[src/rtl/fir_serial_deframer.sv]
// Rebuilds MSB-first serial FIR results framed by sof_in, rounds/saturates them
// to OUT_W bits and queues them in a show-ahead FIFO behind a valid/ready port.
module fir_serial_deframer #(
    parameter int FRAME_W    = 32,
    parameter int OUT_W      = 16,
    parameter int SHIFT      = 15,
    parameter int FIFO_DEPTH = 4
) (
    input  logic                            clk,
    input  logic                            rst,
    input  logic                            sof_in,
    input  logic                            sdata_in,
    input  logic                            clr_err,
    output logic [OUT_W-1:0]                m_data,
    output logic                            m_valid,
    input  logic                            m_ready,
    output logic [$clog2(FIFO_DEPTH):0]     fifo_level,
    output logic                            overflow,
    output logic [7:0]                      abort_cnt,
    output logic [7:0]                      sat_cnt
);

    // state    | meaning
    // ST_IDLE  | waiting for sof_in, sdata_in ignored
    // ST_SHIFT | sampling one data bit per cycle, bit_cnt = bits taken so far
    typedef enum logic {ST_IDLE, ST_SHIFT} state_t;

    localparam int CNT_W = $clog2(FRAME_W);
    localparam int PTR_W = $clog2(FIFO_DEPTH);
    localparam int LVL_W = PTR_W + 1;
    localparam logic [CNT_W-1:0] LAST_BIT = CNT_W'(FRAME_W - 1);
    localparam logic [LVL_W-1:0] FULL_LVL = LVL_W'(FIFO_DEPTH);

    // Half-LSB rounding constant; evaluates to 0 when SHIFT is 0.
    localparam logic [FRAME_W:0] RND_U = ({{FRAME_W{1'b0}}, 1'b1} << SHIFT) >> 1;
    localparam logic signed [FRAME_W:0] SAT_MAX = {{(FRAME_W-OUT_W+2){1'b0}}, {(OUT_W-1){1'b1}}};
    localparam logic signed [FRAME_W:0] SAT_MIN = {{(FRAME_W-OUT_W+2){1'b1}}, {(OUT_W-1){1'b0}}};

    state_t             state, state_nxt;
    logic [CNT_W-1:0]   bit_cnt;
    logic [FRAME_W-1:0] shreg;
    logic               word_rdy;
    logic               sample, word_done, abort_evt, cnt_clr;

    always_ff @(posedge clk or posedge rst) begin
        if (rst) state <= ST_IDLE;
        else     state <= state_nxt;
    end

    always_comb begin
        state_nxt = state;
        sample    = 1'b0;
        word_done = 1'b0;
        abort_evt = 1'b0;
        cnt_clr   = 1'b0;
        case (state)
            ST_IDLE: begin
                if (sof_in) begin
                    state_nxt = ST_SHIFT;
                    cnt_clr   = 1'b1;
                end
            end
            ST_SHIFT: begin
                if (bit_cnt == LAST_BIT) begin
                    sample    = 1'b1;
                    word_done = 1'b1;
                    cnt_clr   = 1'b1;
                    state_nxt = sof_in ? ST_SHIFT : ST_IDLE;
                end else if (sof_in) begin
                    abort_evt = 1'b1;
                    cnt_clr   = 1'b1;
                end else begin
                    sample = 1'b1;
                end
            end
            default: state_nxt = ST_IDLE;
        endcase
    end

    always_ff @(posedge clk or posedge rst) begin
        if (rst) begin
            shreg    <= '0;
            bit_cnt  <= '0;
            word_rdy <= 1'b0;
        end else begin
            if (sample)
                shreg <= {shreg[FRAME_W-2:0], sdata_in};
            if (cnt_clr)
                bit_cnt <= '0;
            else if (sample)
                bit_cnt <= bit_cnt + CNT_W'(1);
            word_rdy <= word_done;
        end
    end

    // shreg stays intact through the cycle after completion, even when the
    // next frame starts back-to-back, so the scaling reads it directly.
    logic signed [FRAME_W:0] v_ext, rounded, r_shift;
    logic                    sat_hi, sat_lo;
    logic [OUT_W-1:0]        sample_out;

    always_comb begin
        v_ext   = {shreg[FRAME_W-1], shreg};
        rounded = v_ext + $signed(RND_U);
        r_shift = rounded >>> SHIFT;
        sat_hi  = r_shift > SAT_MAX;
        sat_lo  = r_shift < SAT_MIN;
        if (sat_hi)      sample_out = SAT_MAX[OUT_W-1:0];
        else if (sat_lo) sample_out = SAT_MIN[OUT_W-1:0];
        else             sample_out = r_shift[OUT_W-1:0];
    end

    logic push, pop, full, wr_en, ovf_evt, clip_evt;
    logic [PTR_W-1:0] wr_ptr, rd_ptr;
    logic [OUT_W-1:0] mem [FIFO_DEPTH];

    assign push     = word_rdy;
    assign clip_evt = push & (sat_hi | sat_lo);
    assign full     = (fifo_level == FULL_LVL);
    assign m_valid  = (fifo_level != '0);
    assign pop      = m_valid & m_ready;
    assign wr_en    = push & (~full | pop);
    assign ovf_evt  = push & full & ~pop;
    assign m_data   = m_valid ? mem[rd_ptr] : '0;

    always_ff @(posedge clk) begin
        if (wr_en) mem[wr_ptr] <= sample_out;
    end

    always_ff @(posedge clk or posedge rst) begin
        if (rst) begin
            wr_ptr     <= '0;
            rd_ptr     <= '0;
            fifo_level <= '0;
        end else begin
            if (wr_en) wr_ptr <= wr_ptr + PTR_W'(1);
            if (pop)   rd_ptr <= rd_ptr + PTR_W'(1);
            case ({wr_en, pop})
                2'b10:   fifo_level <= fifo_level + LVL_W'(1);
                2'b01:   fifo_level <= fifo_level - LVL_W'(1);
                default: fifo_level <= fifo_level;
            endcase
        end
    end

    // clr_err wins over any error event landing in the same cycle.
    always_ff @(posedge clk or posedge rst) begin
        if (rst) begin
            overflow  <= 1'b0;
            abort_cnt <= '0;
            sat_cnt   <= '0;
        end else if (clr_err) begin
            overflow  <= 1'b0;
            abort_cnt <= '0;
            sat_cnt   <= '0;
        end else begin
            if (ovf_evt) overflow <= 1'b1;
            if (abort_evt && abort_cnt != 8'hFF) abort_cnt <= abort_cnt + 8'd1;
            if (clip_evt && sat_cnt != 8'hFF)    sat_cnt   <= sat_cnt + 8'd1;
        end
    end

endmodule

[config.mk]
export PLATFORM = sky130hd
export DESIGN_NAME = fir_serial_deframer
export DESIGN_NICKNAME = d
export VERILOG_FILES = /design/src/rtl/fir_serial_deframer.sv
export SDC_FILE = /design/constraint.sdc
export NUM_CORES = 1
export LEC_CHECK = 0
export CORE_ASPECT_RATIO = 0.6
export CORE_MARGIN = 8
export CORE_UTILIZATION = 58
export DETAILED_ROUTE_END_ITERATION = 10
export PLACE_DENSITY = 0.81
export SLEW_MARGIN = 20
export SYNTH_ARGS = -nofsm -noshare
export SYNTH_HDL_FRONTEND = slang
export SYNTH_SLANG_ARGS = --single-unit
[constraint.sdc]
create_clock -name clk -period 2.9 [get_ports clk]
set_clock_uncertainty 0.05 [all_clocks]
set_input_delay 0.435 -clock clk [delete_from_list [all_inputs] [get_ports clk]]
set_output_delay 0.435 -clock clk [all_outputs]
set_load 0.05 [all_outputs]
==> metrics.txt <==
status finished clean; chip width 144 µm; nets 479; Root Driver clkbuf_16; cells resized by post-CTS repair 0; Peak VDD IR 0.547 mV; layout cells sized above 1 25.3%; TritonCTS clock tree yes; die height 92.9 µm; Yosys reg bits 127; Avg Vias per Cell 5.70; critical-path maximum fanout 18; Overflow after GRT 0; Tot Pwr 6.78 mW; Pre-antenna DRT Iters 4; post-detail-place hpwl 7020 µm; IO buf count 42; Antenna Cells 0; synthesized instance count 407; post-placement cell count 578; Routed Antenna Nets 0; Max Root-Sink Buffers 2; Placer Congestion 0.839; vias in the first global route 3549; ys async rst share 49.6%; final setup margin 102 ps; CTS sink cnt 127; CP required 2410 ps; final wirelength 11300 µm; Leakage 2.68 nW; Place WS 282 ps; Fin Setup TNS 0 ps; maxcap violations 0; Starting Density 58.9%; ys flop type edfxtp_1; Skew-Pair Late Insertion Delay 410 ps; Worst setup SP type flip-flop; wire per inst 18.5 µm; GRT Util Overall 18.3%; Period minus WS final 2800 ps; largest net degree at the start of global routing 64; Non-Filler Instances 610; Yosys cell types 51; initial drt markers 240; WHS 448 ps; Post-synth EDFFs 64; io pins 43; max-slew violations 0; fmax 357 MHz; Ys Warns 0; fill cell count 636; initial antenna violation count 0; Placeable Area 0.00970 mm²; # setup viols final 0; hold_buf cts 0; Hold Vio Cnt, Final 0; synthesized cell area 0.00571 mm²; global-route wire length before repair 18500 µm; Setup CP Type reg -> out; Max-Slew Margin vs Limit 45.1%; critical path endpoint category output port; Synth Net Count 424; Clock Pin Slew Worst Setup and Hold Paths 50 ps; full die area 0.0134 mm²; setup bufs post-CTS 0; WP data arrival 2310 ps; Final period util 96.5%; RSZ-0062 raised after global routing no; syn_area_per_cell 14.0 µm²; Remaining DRCs 0; Syn-to-layout area delta 20.0%; actual slew at the worst max-slew pin 819 ps; CTS Buf Count 17; FP Rows 28; Power Dens Cells 989 mW/mm²; Hold Path Class reg -> reg; sequential cell area fraction in the yosys report 61.2%; CTS H-tree depth 4; via count 3478
power breakdown:
part | internal [mW] | total, mW | leakage (nW) | switching, mW
clock network | 1.34 | 2.12 | 0.288 | 0.776
registers | 2.27 | 2.53 | 1.38 | 0.264
logic | 0.818 | 2.13 | 1.02 | 1.31
worst max-delay path, stage by stage, from the launching register on:
cell and delay (ps):
dfrtp_1 430, or3_1 660, clkdlybuf4s50_1 810
layout make-up:
class / instances / area [µm²] / area share [%]
Multi-Input combinational cell: 250 / 2080 / 30.4
Inverter: 13 / 48.8 / 0.712
Clock buffer: 17 / 425 / 6.21
Timing Repair Buffer: 53 / 463 / 6.75
Tap cell: 135 / 169 / 2.46
Clock inverter: 15 / 168 / 2.45
Sequential cell: 127 / 3500 / 51.0
per-layer routing:
metal  GRT usage (%)  part of all wire (%)  vias to the layer above
li1                -                     -                     1619
met1            23.8                    43                     1737
met2            28.6                    48                       99
met3            4.31                   6.5                       23
met4            9.23                   2.3                        0
met5               0                     0                        -
Yosys cell counts, types with 4 or more instances:
cell type  instances  area, µm²
clkbuf_1          11       41.3
xnor2_1           10       87.6
and2_1            23        144
nor2_1            18       67.6
inv_1             13       48.8
xor2_1            16        140
nand3_1           15       75.1
mux2i_1            4       40.0
nand2_1           15       56.3
dfrtp_1           63       1580
a21oi_1           10       50.1
and3_1             4       25.0
nor3_1             4       20.0
mux2_2            32        360
o21ai_0           28        140
mux4_2            16        360
or3_1              8       50.1
edfxtp_1          64       1920
ha_1              10        125
nand4_1            4       25.0
cells in the final DEF, fill, tap and decap left out, types with 3 or more instances in the layout:
cell type	netlist	layout
buf_4	0	27
edfxtp_1	64	64
mux2i_1	4	4
inv_1	13	12
or3_1	8	8
xnor2_1	10	10
nor2_1	18	18
and2_1	23	23
dfrtp_1	63	63
o21ai_0	28	28
and3_1	4	4
xor2_1	16	16
nor3_1	4	4
nand3_1	15	15
mux2_2	32	32
nand2_1	15	15
a21oi_1	10	10
ha_1	10	10
clkbuf_16	0	17
clkdlybuf4s50_1	0	26
clkinv_2	0	4
mux4_2	16	16
bufinv_16	0	3
nand4_1	4	4
metrics by stage:
step / utilization [%] / cell area [µm²]
6_report: 70.6 / 6860
5_1_grt: 70.6 / 6860
4_1_cts: 70.6 / 6860
3_5_place_dp: 64.5 / 6260
3_3_place_gp: 64.5 / 6260
2_1_floorplan: - / 5710
flip-flops by register name (all words and copies together) (netlist names):
register	flops
overflow	1
bit_cnt	5
wr_ptr	2
sat_cnt	8
shreg	32
push	1
mem	64
abort_cnt	8
rd_ptr	2
state	1
fifo_level	3
cells by family after synthesis:
family          share of synthesized area (%)
compound gates                           6.15
xor+xnor                                 3.99
fa+ha+maj                                2.54
buf+inv                                  2.37
flops                                    61.2
mux                                      13.3
simple gates                             10.4
path summary, 6_finish.rpt:
path                                from            to  slack, ps  cells past startpoint
setup reg to reg              bit_cnt[0]  abort_cnt[4]        270                      7
max in group asynchronous            rst     rd_ptr[0]       1780                      3
hold / removal                  shreg[0]      shreg[0]        450                      1
min in group asynchronous            rst    sat_cnt[1]        520                      3
hold reg to reg                 shreg[0]      shreg[0]        450                      1
setup / recovery           fifo_level[0]       m_valid        100                      2
(Power assumes the default switching activity.)
